[src/rtl/pb_io_hub_pkg.sv]
// Shared constants for the PicoBlaze I/O hub: IRQ register offsets,
// default key codes, the command-pulse bundle and the priority encoder.
package pb_io_pkg;

   // Offsets from IRQ_BASE
   localparam logic [7:0] IRQ_MASK_OFS = 8'h00;
   localparam logic [7:0] IRQ_PEND_OFS = 8'h01;
   localparam logic [7:0] IRQ_ID_OFS   = 8'h02;
   localparam logic [7:0] IRQ_EOI_OFS  = 8'h03;

   // Default key codes
   localparam logic [7:0] KEY_INC_DEF   = 8'h57;
   localparam logic [7:0] KEY_DEC_DEF   = 8'h53;
   localparam logic [7:0] KEY_LEFT_DEF  = 8'h65;
   localparam logic [7:0] KEY_RIGHT_DEF = 8'h68;

   // One-cycle command pulses decoded from the key port
   typedef struct packed {
      logic inc;
      logic dec;
      logic left;
      logic right;
   } key_cmd_t;

   // Lowest set bit -> index (0 = highest priority); returns 0 when empty
   function automatic logic [2:0] prio_enc(input logic [7:0] v);
      logic [2:0] idx;
      idx = '0;
      for (int i = 7; i >= 0; i--)
         if (v[i]) idx = 3'(i);
      return idx;
   endfunction

endpackage

[src/rtl/pb_io_hub_if.sv]
// kcpsm6 port bus between the processor (master) and the I/O hub (slave).
// read_strobe is carried for completeness; the hub's reads are side-effect
// free, so the slave side does not consume it.
interface pb_io_hub_if;
   logic [7:0] port_id;
   logic [7:0] out_port;
   logic       write_strobe;
   logic       read_strobe;
   logic [7:0] in_port;
   logic       interrupt;
   logic       interrupt_ack;

   modport master (
      output port_id, out_port, write_strobe, read_strobe, interrupt_ack,
      input  in_port, interrupt
   );

   modport slave (
      input  port_id, out_port, write_strobe, interrupt_ack,
      output in_port, interrupt
   );
endinterface

[src/rtl/pb_io_hub_irq_ctrl.sv]
// Edge-triggered, prioritised interrupt controller with mask, pending,
// in-service ID and EOI. Index 0 is the highest priority. No nesting:
// a new request is held off while a source is in service.
module pb_irq_ctrl
   import pb_io_pkg::*;
#(
   parameter int N_IRQ = 4
) (
   input  logic             clk,
   input  logic             reset,
   input  logic [N_IRQ-1:0] irq_src,
   input  logic             ack,
   input  logic             mask_we,
   input  logic [N_IRQ-1:0] mask_wdata,
   input  logic             eoi_we,
   output logic [N_IRQ-1:0] mask,
   output logic [N_IRQ-1:0] pending,
   output logic [2:0]       id,
   output logic             irq_active,
   output logic             interrupt
);

   logic [N_IRQ-1:0] prev;
   logic [N_IRQ-1:0] edges;
   logic [N_IRQ-1:0] req;
   logic [N_IRQ-1:0] clr;
   logic [7:0]       req8;
   logic [2:0]       sel;
   logic             take;

   // Edge detect, winner selection (pre-edge mask) and the bit to retire
   always_comb begin
      edges = irq_src & ~prev;
      req   = pending & mask;
      req8  = '0;
      req8[N_IRQ-1:0] = req;
      sel   = prio_enc(req8);
      take  = ack & (|req);
      clr   = '0;
      for (int k = 0; k < N_IRQ; k++)
         clr[k] = take && (sel == 3'(k));
   end

   // Previous source levels; resetting to 0 makes a held-high line one edge
   always_ff @(posedge clk or posedge reset) begin
      if (reset) prev <= '0;
      else       prev <= irq_src;
   end

   // Pending latch: a fresh edge beats the ack that retires the same bit
   always_ff @(posedge clk or posedge reset) begin
      if (reset) pending <= '0;
      else       pending <= (pending & ~clr) | edges;
   end

   // Mask register, all sources enabled out of reset
   always_ff @(posedge clk or posedge reset) begin
      if (reset)        mask <= '1;
      else if (mask_we) mask <= mask_wdata;
   end

   // In-service tracking; an ack in the same cycle as EOI wins
   always_ff @(posedge clk or posedge reset) begin
      if (reset) begin
         id         <= '0;
         irq_active <= 1'b0;
      end else if (take) begin
         id         <= sel;
         irq_active <= 1'b1;
      end else if (eoi_we) begin
         irq_active <= 1'b0;
      end
   end

   // Registered request level to the core, dropped on the accepting ack
   always_ff @(posedge clk or posedge reset) begin
      if (reset)     interrupt <= 1'b0;
      else if (take) interrupt <= 1'b0;
      else           interrupt <= (|req) & ~irq_active;
   end

endmodule

[src/rtl/pb_io_hub.sv]
// I/O hub beside kcpsm6: output byte registers, key-command pulses,
// registered in_port read mux and the interrupt controller.
module pb_io_hub
   import pb_io_pkg::*;
#(
   parameter int         N_OUT     = 4,
   parameter int         N_IRQ     = 4,
   parameter logic [7:0] KEY_PORT  = 8'h01,
   parameter logic [7:0] OUT_BASE  = 8'h02,
   parameter logic [7:0] IRQ_BASE  = 8'h10,
   parameter logic [7:0] KEY_INC   = KEY_INC_DEF,
   parameter logic [7:0] KEY_DEC   = KEY_DEC_DEF,
   parameter logic [7:0] KEY_LEFT  = KEY_LEFT_DEF,
   parameter logic [7:0] KEY_RIGHT = KEY_RIGHT_DEF
) (
   input  logic               clk,
   input  logic               reset,
   pb_io_hub_if.slave         bus,
   input  logic [7:0]         ext_in,
   input  logic [N_IRQ-1:0]   irq_src,
   output logic [8*N_OUT-1:0] out_regs,
   output logic               cmd_inc,
   output logic               cmd_dec,
   output logic               cmd_left,
   output logic               cmd_right,
   output logic               irq_active
);

   localparam logic [7:0] MASK_PORT = IRQ_BASE + IRQ_MASK_OFS;
   localparam logic [7:0] PEND_PORT = IRQ_BASE + IRQ_PEND_OFS;
   localparam logic [7:0] ID_PORT   = IRQ_BASE + IRQ_ID_OFS;
   localparam logic [7:0] EOI_PORT  = IRQ_BASE + IRQ_EOI_OFS;

   logic [N_OUT-1:0][7:0] regs_q;
   key_cmd_t              cmd_q;
   logic [7:0]            rd_data;
   logic [7:0]            in_port_q;
   logic [7:0]            mask8;
   logic [7:0]            pend8;
   logic [N_IRQ-1:0]      mask;
   logic [N_IRQ-1:0]      pending;
   logic [2:0]            id;
   logic                  irq_req;
   logic                  key_we;
   logic                  mask_we;
   logic                  eoi_we;

   assign key_we  = bus.write_strobe && (bus.port_id == KEY_PORT);
   assign mask_we = bus.write_strobe && (bus.port_id == MASK_PORT);
   assign eoi_we  = bus.write_strobe && (bus.port_id == EOI_PORT);

   // Output byte registers, one per consecutive port from OUT_BASE
   for (genvar i = 0; i < N_OUT; i++) begin : g_out
      localparam logic [7:0] PORT = OUT_BASE + 8'(i);
      // Byte i captures out_port on a strobe to its own port
      always_ff @(posedge clk or posedge reset) begin
         if (reset)
            regs_q[i] <= '0;
         else if (bus.write_strobe && (bus.port_id == PORT))
            regs_q[i] <= bus.out_port;
      end
   end
   assign out_regs = regs_q;

   // Key codes become single-cycle pulses the cycle after the strobe
   always_ff @(posedge clk or posedge reset) begin
      if (reset) begin
         cmd_q <= '0;
      end else begin
         cmd_q.inc   <= key_we && (bus.out_port == KEY_INC);
         cmd_q.dec   <= key_we && (bus.out_port == KEY_DEC);
         cmd_q.left  <= key_we && (bus.out_port == KEY_LEFT);
         cmd_q.right <= key_we && (bus.out_port == KEY_RIGHT);
      end
   end
   assign cmd_inc   = cmd_q.inc;
   assign cmd_dec   = cmd_q.dec;
   assign cmd_left  = cmd_q.left;
   assign cmd_right = cmd_q.right;

   pb_irq_ctrl #(.N_IRQ(N_IRQ)) u_irq (
      .clk        (clk),
      .reset      (reset),
      .irq_src    (irq_src),
      .ack        (bus.interrupt_ack),
      .mask_we    (mask_we),
      .mask_wdata (bus.out_port[N_IRQ-1:0]),
      .eoi_we     (eoi_we),
      .mask       (mask),
      .pending    (pending),
      .id         (id),
      .irq_active (irq_active),
      .interrupt  (irq_req)
   );

   // Read mux; unmapped ports fall through to ext_in, narrow regs zero-extend
   always_comb begin
      mask8 = '0;
      mask8[N_IRQ-1:0] = mask;
      pend8 = '0;
      pend8[N_IRQ-1:0] = pending;
      rd_data = ext_in;
      if (bus.port_id == MASK_PORT) rd_data = mask8;
      if (bus.port_id == PEND_PORT) rd_data = pend8;
      if (bus.port_id == ID_PORT)   rd_data = {irq_active, 4'b0000, id};
      for (int i = 0; i < N_OUT; i++)
         if (bus.port_id == OUT_BASE + 8'(i)) rd_data = regs_q[i];
   end

   // Registered read data, ready one cycle after port_id settles
   always_ff @(posedge clk or posedge reset) begin
      if (reset) in_port_q <= '0;
      else       in_port_q <= rd_data;
   end

   assign bus.in_port   = in_port_q;
   assign bus.interrupt = irq_req;

endmodule

[src/flat_wrapper.sv]
// flat-port wrapper written by rule: the top's interface ports become plain ports
module pb_io_hub_flat import pb_io_pkg::*;
#(
   parameter int         N_OUT     = 4,
   parameter int         N_IRQ     = 4,
   parameter logic [7:0] KEY_PORT  = 8'h01,
   parameter logic [7:0] OUT_BASE  = 8'h02,
   parameter logic [7:0] IRQ_BASE  = 8'h10,
   parameter logic [7:0] KEY_INC   = KEY_INC_DEF,
   parameter logic [7:0] KEY_DEC   = KEY_DEC_DEF,
   parameter logic [7:0] KEY_LEFT  = KEY_LEFT_DEF,
   parameter logic [7:0] KEY_RIGHT = KEY_RIGHT_DEF
)
  (clk, reset, ext_in, irq_src, out_regs, cmd_inc, cmd_dec, cmd_left, cmd_right, irq_active, bus_port_id, bus_out_port, bus_write_strobe, bus_interrupt_ack, bus_in_port, bus_interrupt);
  pb_io_hub_if bus_i ();
  input  logic clk;
  input  logic reset;
  input  logic [7:0] ext_in;
  input  logic [N_IRQ-1:0] irq_src;
  output logic [8*N_OUT-1:0] out_regs;
  output logic cmd_inc;
  output logic cmd_dec;
  output logic cmd_left;
  output logic cmd_right;
  output logic irq_active;
  input wire logic [$bits(bus_i.port_id)-1:0] bus_port_id;
  input wire logic [$bits(bus_i.out_port)-1:0] bus_out_port;
  input wire logic [$bits(bus_i.write_strobe)-1:0] bus_write_strobe;
  input wire logic [$bits(bus_i.interrupt_ack)-1:0] bus_interrupt_ack;
  output wire logic [$bits(bus_i.in_port)-1:0] bus_in_port;
  output wire logic [$bits(bus_i.interrupt)-1:0] bus_interrupt;
  assign bus_i.port_id = bus_port_id;
  assign bus_i.out_port = bus_out_port;
  assign bus_i.write_strobe = bus_write_strobe;
  assign bus_i.interrupt_ack = bus_interrupt_ack;
  assign bus_in_port = bus_i.in_port;
  assign bus_interrupt = bus_i.interrupt;
  pb_io_hub #(.N_OUT(N_OUT), .N_IRQ(N_IRQ), .KEY_PORT(KEY_PORT), .OUT_BASE(OUT_BASE), .IRQ_BASE(IRQ_BASE), .KEY_INC(KEY_INC), .KEY_DEC(KEY_DEC), .KEY_LEFT(KEY_LEFT), .KEY_RIGHT(KEY_RIGHT)) u_core (.clk(clk), .reset(reset), .bus(bus_i), .ext_in(ext_in), .irq_src(irq_src), .out_regs(out_regs), .cmd_inc(cmd_inc), .cmd_dec(cmd_dec), .cmd_left(cmd_left), .cmd_right(cmd_right), .irq_active(irq_active));
endmodule
[config.mk]
export PLATFORM = sky130hd
export DESIGN_NAME = pb_io_hub_flat
export DESIGN_NICKNAME = d
export VERILOG_FILES = /design/src/rtl/pb_io_hub_pkg.sv /design/src/rtl/pb_io_hub_if.sv /design/src/rtl/pb_io_hub_irq_ctrl.sv /design/src/rtl/pb_io_hub.sv /design/src/flat_wrapper.sv
export SDC_FILE = /design/constraint.sdc
export NUM_CORES = 1
export LEC_CHECK = 0
export ABC_AREA = 1
export BUFFER_PORTS_ARGS = -buffer_cell sky130_fd_sc_hd__buf_2
export CORE_MARGIN = 1
export CORE_UTILIZATION = 31
export CTS_BUF_LIST = sky130_fd_sc_hd__clkbuf_8
export CTS_CLUSTER_DIAMETER = 50
export CTS_CLUSTER_SIZE = 16
export DETAILED_ROUTE_END_ITERATION = 10
export MAX_ROUTING_LAYER = met4
export PLACE_DENSITY = 0.52
export SYNTH_ARGS = -nofsm -noshare
export SYNTH_HDL_FRONTEND = slang
export SYNTH_SLANG_ARGS = --single-unit
export TNS_END_PERCENT = 100
[constraint.sdc]
create_clock -name clk -period 1.75 [get_ports clk]
set_input_delay 0.35 -clock clk [delete_from_list [all_inputs] [get_ports clk]]
set_output_delay 0.35 -clock clk [all_outputs]
set_load 0.02 [all_outputs]
== Yosys cells after proc, flatten, opt, wreduce, memory -nomap -nowiden ==
Index checks and enable logic that the tools add are counted.
Storage, ports and cells
  RAM bits: 0
  ROM bits: 0
  register bits after elaboration: 61
  word-level logic and storage cells: 72
  memories kept: 0
  latch bits: 0
Cells by class
  multiplexer cells: 14
  equality and inequality tests: 16
  shifts and indexed selects: 0
  bitwise operators: 9
  multipliers: 0
  add/subtract/negate cells: 0
  div/mod/pow operators: 0
  reduce and logical (&&, ||, !) cells: 18
  $lt $le $gt $ge: 0
Operators with widths (count)
  8-bit 2-to-1 mux: 7
  8-bit by 5-bit equality test with 1-bit output (second input constant): 4
  8-bit by 7-bit equality test with 1-bit output (second input constant): 4
  8-bit by 2-bit equality test with 1-bit output (second input constant): 2
  8-bit by 3-bit equality test with 1-bit output (second input constant): 2
  1-bit logical AND: 15
  4-bit bitwise AND: 3
  3-bit 2-to-1 mux: 3
  8-bit by 1-bit equality test with 1-bit output (second input constant): 1
  4-bit inverter: 2
  3-bit by 2-bit equality test with 1-bit output (second input constant): 2
  4-bit bitwise OR: 1
  4-bit OR reduction: 1
  3-bit by 1-bit equality test with 1-bit output (second input constant): 1
  3-bit zero test: 1
  1-bit 2-to-1 mux: 3
  1-bit bitwise AND: 2
  2-bit 2-to-1 mux: 1
  2-bit nonzero test: 1
  1-bit inverter: 1

== Depth between registers and ports, before layout ==
Gate-level depths: netlist (run 1).
  depth after elaboration: 10
  mapped depth: 13
  depth with buffers taken out: 13

== Hierarchy ==
From an unflattened synthesis (run 1), not the netlist that was laid out.
Unflattened totals
  cells, all modules: 361
  area, all modules: 3032.9 µm²
By module, submodules not included
  pb_io_hub: area each 2341.0 µm², times used 1, seq. area each 1101.1 µm², cells each 297
  pb_irq_ctrl: area each 691.9 µm², times used 1, seq. area each 405.4 µm², cells each 64

== Least setup slack after synthesis (run 1) ==
No wires, ideal clock.
  path type: register to register
  from: register u_core.u_irq.mask[2]
  to: register u_core.u_irq.pending[1]
  data arrival time: 1.216 ns
  buffers on the path: 0
  clock period less this slack: 1.345 ns
  path slack: 0.405 ns
  stages on the path, launching flop included: 8
  data required time: 1.621 ns
  path through: dfstp_2 -> inv_1 -> o22ai_1 -> nor2_1 -> nor2_1 -> nand2_1 -> o21ai_0 -> o21ai_0
On the way
  word-level cells in the longest chain between the ends: 9
RTL lines
  start, declared: line pb_io_hub_irq_ctrl.sv:16  | output logic [N_IRQ-1:0] mask,
  start signal, assigned: line pb_io_hub_irq_ctrl.sv:59  | else if (mask_we) mask <= mask_wdata;
  4-bit bitwise AND *: line pb_io_hub_irq_ctrl.sv:34  | req = pending & mask;
  3-bit 2-to-1 mux (3 in a row): line pb_io_hub_pkg.sv:30  | if (v[i]) idx = 3'(i);
  3-bit by 1-bit equality test with 1-bit output: line pb_io_hub_irq_ctrl.sv:41  | clr[k] = take && (sel == 3'(k));
  1-bit logical AND *: line pb_io_hub_irq_ctrl.sv:41
  4-bit inverter *: line pb_io_hub_irq_ctrl.sv:53  | else pending <= (pending & ~clr) | edges;
  4-bit bitwise AND *: line pb_io_hub_irq_ctrl.sv:53
  4-bit bitwise OR *: line pb_io_hub_irq_ctrl.sv:53
  end signal, assigned: line pb_io_hub_irq_ctrl.sv:53
  end, declared: line pb_io_hub_irq_ctrl.sv:17  | output logic [N_IRQ-1:0] pending,
Mark *: on every way between the ends. The rest lies on a longest branch, timed or not.
A chain may end at the register's enable or synchronous reset.

== Final worst setup path (run 1) ==
  from: register u_core.u_irq.mask[2]
  to: register u_core.u_irq.pending[2]
On the way
  word-level cells in the longest chain between the ends: 9
RTL lines (line)
  4-bit bitwise AND *: pb_io_hub_irq_ctrl.sv:34
  3-bit 2-to-1 mux (3 in a row): pb_io_hub_pkg.sv:30
  3-bit by 2-bit equality test with 1-bit output: pb_io_hub_irq_ctrl.sv:41
  1-bit logical AND *: pb_io_hub_irq_ctrl.sv:41
  4-bit inverter *: pb_io_hub_irq_ctrl.sv:53
  4-bit bitwise AND *: pb_io_hub_irq_ctrl.sv:53
  4-bit bitwise OR *: pb_io_hub_irq_ctrl.sv:53
Marks and branches as above.

==> results.sh, run 1 <==
export IMPL_met3_usage_pct=2.98
export IMPL_syn_mean_instance_area_sq_um=8.21
export IMPL_antenna_found_initial=0
export IMPL_final_core_util_pct=40.8
export IMPL_required_ns=1.95
export IMPL_start_kind="register"
export IMPL_hp_class="input pin to asynchronous set/reset pin"
export IMPL_syn_nets=399
export IMPL_synth_cell_type_count=30
export IMPL_synthMuxAreaShare_pct=0
export IMPL_grt_pass1_wl_microns=13300
export IMPL_fin_tns_setup_ns=0
export IMPL_vias_per_cell=4.56
export IMPL_met1_usage_pct=23.7
export IMPL_cts_setup_buffers=0
export IMPL_drc=0
export IMPL_die_x_microns=101
export IMPL_power_mw=3.40
export IMPL_synthXorXnorAreaFrac_pct=0
export IMPL_max_slew_margin_rel_pct=71.7
export IMPL_dp_cells=570
export IMPL_core_rowCount=35
export IMPL_timing_fmax_mhz=650
export IMPL_cts_clk_slew_worst_paths_ns=0.08
export IMPL_fin_skew_ns=0.0134
export IMPL_max_slew_worst_pin_slew_ns=0.421
export IMPL_grt_pass1_vias=2682
export IMPL_synth_compound_area_share_pct=12.3
export IMPL_grt_max_degree=25
export IMPL_die_area_sq_um=10100
export IMPL_ys_flop_type="dfrtp_1"
export IMPL_synth_edf_count=0
export IMPL_postCtsHoldBufs=0
export IMPL_totalWireLength_microns=8110
export IMPL_r2r_cells=7
export IMPL_area_growth_pct=26.2
export IMPL_reg2reg_from="u_core.u_irq.mask[2]$_DFFE_PP1P_"
export IMPL_post_route_min_period_ns=1.54
export IMPL_wl_per_cell_microns=13.8
export IMPL_cts_root_buf="clkbuf_8"
export IMPL_cts_sinks=60
export IMPL_dpl_hpwl_microns=6250
export IMPL_portBuffers=77
export IMPL_status="finished, violations left"
export IMPL_ys_warn_count=0
export IMPL_vias=2670
export IMPL_synthArstFlopShare_pct=100
export IMPL_ys_seq_area_share_pct=50.0
export IMPL_syn_area_sq_um=3010
export IMPL_violations="hold timing"
export IMPL_worstPathMaxFanout=3
export IMPL_finalSetupViolations=0
export IMPL_grt_busiest_layer="met2"
export IMPL_cts_buffers=9
export IMPL_worstSetupStartpoint="u_core.u_irq.mask[2]$_DFFE_PP1P_"
export IMPL_initial_utilization_pct=32.3
export IMPL_syn_inst=367
export IMPL_layout_drive_gt1_share_pct=31.7
export IMPL_drtIter0Drc=129
export IMPL_final_nets=484
export IMPL_rsz0062_at_grt="false"
export IMPL_worstSetupPathType="register to register"
export IMPL_synth_top_family_by_area="simple AND/OR/NAND/NOR gates"
export IMPL_worst_ep_arrival_time_ns=1.74
export IMPL_crit_path_end_kind="register"
export IMPL_synth_simple_gate_area_share_pct=31.1
export IMPL_die_h_microns=101
export IMPL_synth_adder_area_share_pct=0
export IMPL_ant_nets=0
export IMPL_p_leak_nw=2.08
export IMPL_p_per_area_nw_per_um2=896
export IMPL_overflow=0
export IMPL_r2r_slack_ns=0.21
export IMPL_maxCapViolCount=0
export IMPL_synth_top_cell_area_share_pct=46.5
export IMPL_diodes=0
export IMPL_synth_seq_cells=60
export IMPL_final_common_cell="nand2_1"
export IMPL_rr_endpoint="u_core.u_irq.pending[2]$_DFF_PP0_"
export IMPL_layoutNonFillerInstCount=586
export IMPL_gp_congestion=0.852
export IMPL_period_share_pct=87.9
export IMPL_clockBufferDepth=2
export IMPL_synth_largest_area_cell="dfrtp_1"
export IMPL_firstDrtPassIters=4
export IMPL_fin_hold_ws_ns=-0.00141
export IMPL_met2_usage_pct=28.6
export IMPL_ys_top_cells_by_area="dfrtp_1, nand2_1, o21ai_0"
export IMPL_final_cell_mix="nand2_1, buf_2, dfrtp_1"
export IMPL_hold_viol=1
export IMPL_post_cts_resized_instances=0
export IMPL_cts_max_level=3
export IMPL_finalMaxSlewViolations=0
export IMPL_worst_ir_drop_vdd_uv=310
export IMPL_cts_tree="yes"
export IMPL_clkLatencyLatePin_ns=0.34
export IMPL_pin_count=78
export IMPL_grtUsageTotal_pct=18.0
export IMPL_core_area_sq_um=9330
## Yosys cell counts (2+ instances only)
cell type and instances:
a21oi_1 5, buf_2 3, buf_4 2, buf_6 2, dfrtp_1 56, dfstp_2 4, inv_1 31, inv_2 6
nand2_1 118, nand2_2 6, nand2_4 4, nand3_1 12, nand3_2 2, nor2_1 38, nor2_2 4, nor2_8 2
nor3_1 2, nor4_1 4, o21ai_0 32, o21ai_1 5, o21ai_2 16, or2_1 5
## critical path, stage by stage, from the launching register on
cell     delay [ns]
dfstp_2        0.56
inv_1          0.06
o22ai_1        0.21
inv_1          0.06
nor2_1         0.15
nand2_1        0.08
o21ai_0        0.18
o21ai_0        0.12
## kinds of logic (layout without fill, tap and decap cells)
kind of cell	count (synthesis)	after routing
AND/OR/NAND/NOR	201	201
AO/OA/AOI/OAI	61	61
flip-flops	60	60
buffers and inverters	45	135
## flip-flops by register name (all words and copies together), names as in the netlist, 2 cells and up
register	count
u_core.bus.in_port	8
u_core.out_regs	32
u_core.u_irq.id	2
u_core.u_irq.mask	4
u_core.u_irq.pending	4
u_core.u_irq.prev	4
## through the flow
| step | cell area [sq um] | setup slack [ns] |
|---|---|---|
| final | 3800 | 0.212 |
| after global routing | 3800 | 0.0202 |
| after global placement | 3560 | 0.0819 |
| after detailed placement | 3560 | 0.0386 |
| after floorplan | 3020 | 0.405 |
| after CTS | 3800 | 0.214 |
## metal layers
layer / part of all wire, % / wire length, microns
met3: 5.1 / 411
met1: 46 / 3770
met2: 47 / 3820
met5: 0 / 0
met4: 1.4 / 111
## layout make-up
cell class                      count  area [sq um]
Clock buffer                       12           165
Inverter                           38           149
Tap cell                          129           161
Sequential cell                    60          1510
Fill cell                         980          5530
Timing Repair Buffer               81           440
Clock inverter                      4          71.3
Multi-Input combinational cell    262          1310
## power breakdown
| group | switching, mW | internal [mW] | total, mW |
|---|---|---|---|
| Sequential | 0.0587 | 1.48 | 1.53 |
| Clock | 0.539 | 0.914 | 1.45 |
| Combinational | 0.280 | 0.137 | 0.417 |
| Total | 0.878 | 2.53 | 3.40 |
## worst max-delay path by stage
stage | to | depth (start not counted)
2_1_floorplan | u_core.u_irq.pending[1]$_DFF_PP0_ | 7
3_3_place_gp | u_core.bus.in_port[2]$_DFF_PP0_ | 10
3_5_place_dp | u_core.bus.in_port[2]$_DFF_PP0_ | 10
4_1_cts | u_core.u_irq.pending[2]$_DFF_PP0_ | 7
5_1_grt | u_core.u_irq.pending[1]$_DFF_PP0_ | 7
6_report | u_core.u_irq.pending[2]$_DFF_PP0_ | 7
No activity file was read; power rests on OpenSTA's default activity.
==> run 2, diff against run 1 <==
- ABC_AREA: 1 -> unset
- PLACE_DENSITY: 0.52 -> 0.53
==> run 2 against run 1 <==
  * The run now ends clean
  * Utilization up 1.9 points
  * Sequential power about the same
  * Sequential cell count unchanged
  * Synthesized cell count down 31%
  * Total power up 2.6%
  * Critical path depth down 1
  * Cell area up 3.6%
  * Clock power about the same
  * First-iteration DRC count up 16%
  * Synthesized area down 1.5%
  * Die area down 1.5%
  * Hold slack better by 0.050 ns
==> results.sh, run 2 <==
export IMPL_synth_seq_cells=60
export IMPL_cts_root_buf="clkbuf_8"
export IMPL_cts_clk_slew_worst_paths_ns=0.09
export IMPL_synth_common_cells="dfrtp_1, mux2_2, nand2_1, a21oi_1, o21ai_0"
export IMPL_grt_max_degree=27
export IMPL_nFillCells=922
export IMPL_p_leak_nw=1.98
export IMPL_synth_cell_type_count=52
export IMPL_cts_tree="yes"
export IMPL_synth_top_family_by_area="multiplexers"
export IMPL_start_kind="input pin"
export IMPL_syn_area_sq_um=2970
export IMPL_post_route_min_period_ns=1.60
export IMPL_totalWireLength_microns=8650
export IMPL_met3_usage_pct=4.04
export IMPL_maxCapViolCount=0
export IMPL_worst_ep_arrival_time_ns=1.86
export IMPL_die_x_microns=99.8
export IMPL_worstSetupPathType="input pin to register"
export IMPL_fin_skew_ns=0.0145
export IMPL_grtUsageTotal_pct=19.5
export IMPL_syn_mean_instance_area_sq_um=11.8
export IMPL_rsz0062_at_grt="false"
export IMPL_period_share_pct=91.2
export IMPL_synth_top_cell_area_share_pct=47.3
export IMPL_vias_per_cell=4.97
export IMPL_drc=0
export IMPL_synth_most_common_cell="dfrtp_1"
export IMPL_hold_viol=0
export IMPL_synth_largest_area_cell="dfrtp_1"
export IMPL_dpl_hpwl_microns=6420
export IMPL_syn_inst=252
export IMPL_synth_adder_area_share_pct=0
export IMPL_max_stage_delay_ns=0.40
export IMPL_core_area_sq_um=9240
export IMPL_worstPathMaxFanout=4
export IMPL_fin_tns_setup_ns=0
export IMPL_area_growth_pct=32.8
export IMPL_ys_warn_count=0
export IMPL_timing_fmax_mhz=627
export IMPL_portBuffers=77
export IMPL_rr_endpoint="u_core.bus.in_port[2]$_DFF_PP0_"
export IMPL_cp_cell_sequence="buf_2 -> buf_4 -> or3_1 -> nor3_1 -> nand3_1 -> mux2_2"
export IMPL_cts_max_level=3
export IMPL_cts_setup_buffers=0
export IMPL_layoutNonFillerInstCount=495
export IMPL_p_per_area_nw_per_um2=887
export IMPL_synth_simple_gate_area_share_pct=16.8
export IMPL_hp_class="input pin to asynchronous set/reset pin"
export IMPL_met1_usage_pct=27.4
export IMPL_clkLatencyLatePin_ns=0.35
export IMPL_core_rowCount=35
export IMPL_worstSetupStartpoint="bus_port_id[5]"
export IMPL_max_slew_worst_pin_slew_ns=0.581
export IMPL_antenna_found_initial=0
export IMPL_ys_seq_area_share_pct=50.8
export IMPL_postCtsHoldBufs=0
export IMPL_vias=2458
export IMPL_gp_congestion=0.820
export IMPL_ys_flop_type="dfrtp_1"
export IMPL_finalSetupViolations=0
export IMPL_cts_buffers=9
export IMPL_required_ns=2.02
export IMPL_ys_top_cells_by_area="dfrtp_1, mux2_2, mux2_4"
export IMPL_largest_register_ffs=32
export IMPL_syn_nets=284
export IMPL_final_common_cell="buf_2"
export IMPL_multi_input_area_sq_um=1360
export IMPL_r2r_slack_ns=0.34
export IMPL_initial_utilization_pct=32.1
export IMPL_grt_pass1_vias=2457
export IMPL_firstDrtPassIters=4
export IMPL_finalMaxSlewViolations=0
export IMPL_die_area_sq_um=9960
export IMPL_synthMuxAreaShare_pct=18.5
export IMPL_synthXorXnorAreaFrac_pct=0
export IMPL_crit_path_end="u_core.u_irq.mask[0]$_DFFE_PP1P_"
export IMPL_reg2reg_from="u_core.u_irq.pending[2]$_DFF_PP0_"
export IMPL_die_h_microns=99.8
export IMPL_crit_path_end_kind="register"
export IMPL_synthArstFlopShare_pct=100
export IMPL_dp_cells=479
export IMPL_diodes=0
export IMPL_grt_pass1_wl_microns=14000
export IMPL_overflow=0
export IMPL_layout_drive_gt1_share_pct=49.5
export IMPL_synth_edf_count=0
export IMPL_cts_sinks=60
export IMPL_wl_per_cell_microns=17.5
export IMPL_status="complete, no violations"
export IMPL_drtIter0Drc=149
export IMPL_grt_busiest_layer="met1"
export IMPL_max_slew_margin_rel_pct=61.2
export IMPL_crit_slowest_cell="or3_1"
export IMPL_seqCellArea_sq_um=1510
export IMPL_worst_ir_drop_vdd_uv=408
export IMPL_r2r_cells=4
export IMPL_ant_nets=0
export IMPL_synth_compound_area_share_pct=10.6
export IMPL_post_cts_resized_instances=0
export IMPL_clockBufferDepth=2
export IMPL_final_nets=393
export IMPL_final_cell_mix="buf_2, dfrtp_1, mux2_2, buf_4, nand2_1"
export IMPL_pin_count=78
export IMPL_met2_usage_pct=27.2
[run 2: layout make-up]
class | instances | area share, %
sequential | 60 | 38.2
multi-input combinational | 173 | 34.6
timing repair buffer | 109 | 16.5
tap | 129 | 4.10
clock buffer | 9 | 3.14
clock inverter | 7 | 2.51
inverter | 8 | 0.858
[run 2: logic make-up (layout without fill, tap and decap cells)]
group	count (synthesis)	after routing
and+or+nand+nor	78	78
DFF	60	60
AOI/OAI and AO/OA	48	48
muxes	47	47
buffers and inverters	19	133
[run 2: report_power, final]
group	leakage (nW)	switching (mW)	internal, mW
Combinational	1.10	0.288	0.216
Clock	0.110	0.626	0.809
Sequential	0.762	0.0705	1.48
[run 2: worst min-delay path by stage]
stage	end	slack [ns]	cells after the start
6_report	u_core.out_regs[29]$_DFFE_PP0P_	0.05	2
5_1_grt	u_core.out_regs[0]$_DFFE_PP0P_	0.09	2
4_1_cts	u_core.out_regs[0]$_DFFE_PP0P_	0.05	2
3_5_place_dp	u_core.u_irq.pending[1]$_DFF_PP0_	0.41	1
3_3_place_gp	u_core.u_irq.pending[1]$_DFF_PP0_	0.41	1
2_1_floorplan	u_core.u_irq.prev[0]$_DFF_PP0_	0.38	0
[run 2: metal layers]
metal / share of wire (%) / vias to the layer above / wire length, microns
li1: - / 1155 / -
met1: 48 / 1212 / 4180
met2: 45 / 80 / 3890
met3: 4.7 / 11 / 408
met4: 1.9 / 0 / 167
met5: 0 / - / 0
[run 2: worst max-delay path, delay by kind of cell]
family	cells	cell delay, ns
buf+inv	2	0.24
mux	1	0.34
simple gates	3	0.93
[run 2: stage by stage]
| step | total power [mW] | setup WS (ns) | hold slack, ns | utilization, % | area [sq um] |
|---|---|---|---|---|---|
| 4_1_cts | 3.52 | 0.182 | 0.0516 | 42.6 | 3940 |
| 3_5_place_dp | 2.09 | -0.183 | 0.409 | 40.2 | 3720 |
| 6_report | 3.49 | 0.155 | 0.0486 | 42.6 | 3940 |
| 5_1_grt | 3.64 | 0.119 | 0.0907 | 42.6 | 3940 |
| 2_1_floorplan | 1.86 | -0.101 | 0.381 | - | 2990 |
| 3_3_place_gp | 2.08 | -0.163 | 0.407 | 40.2 | 3720 |
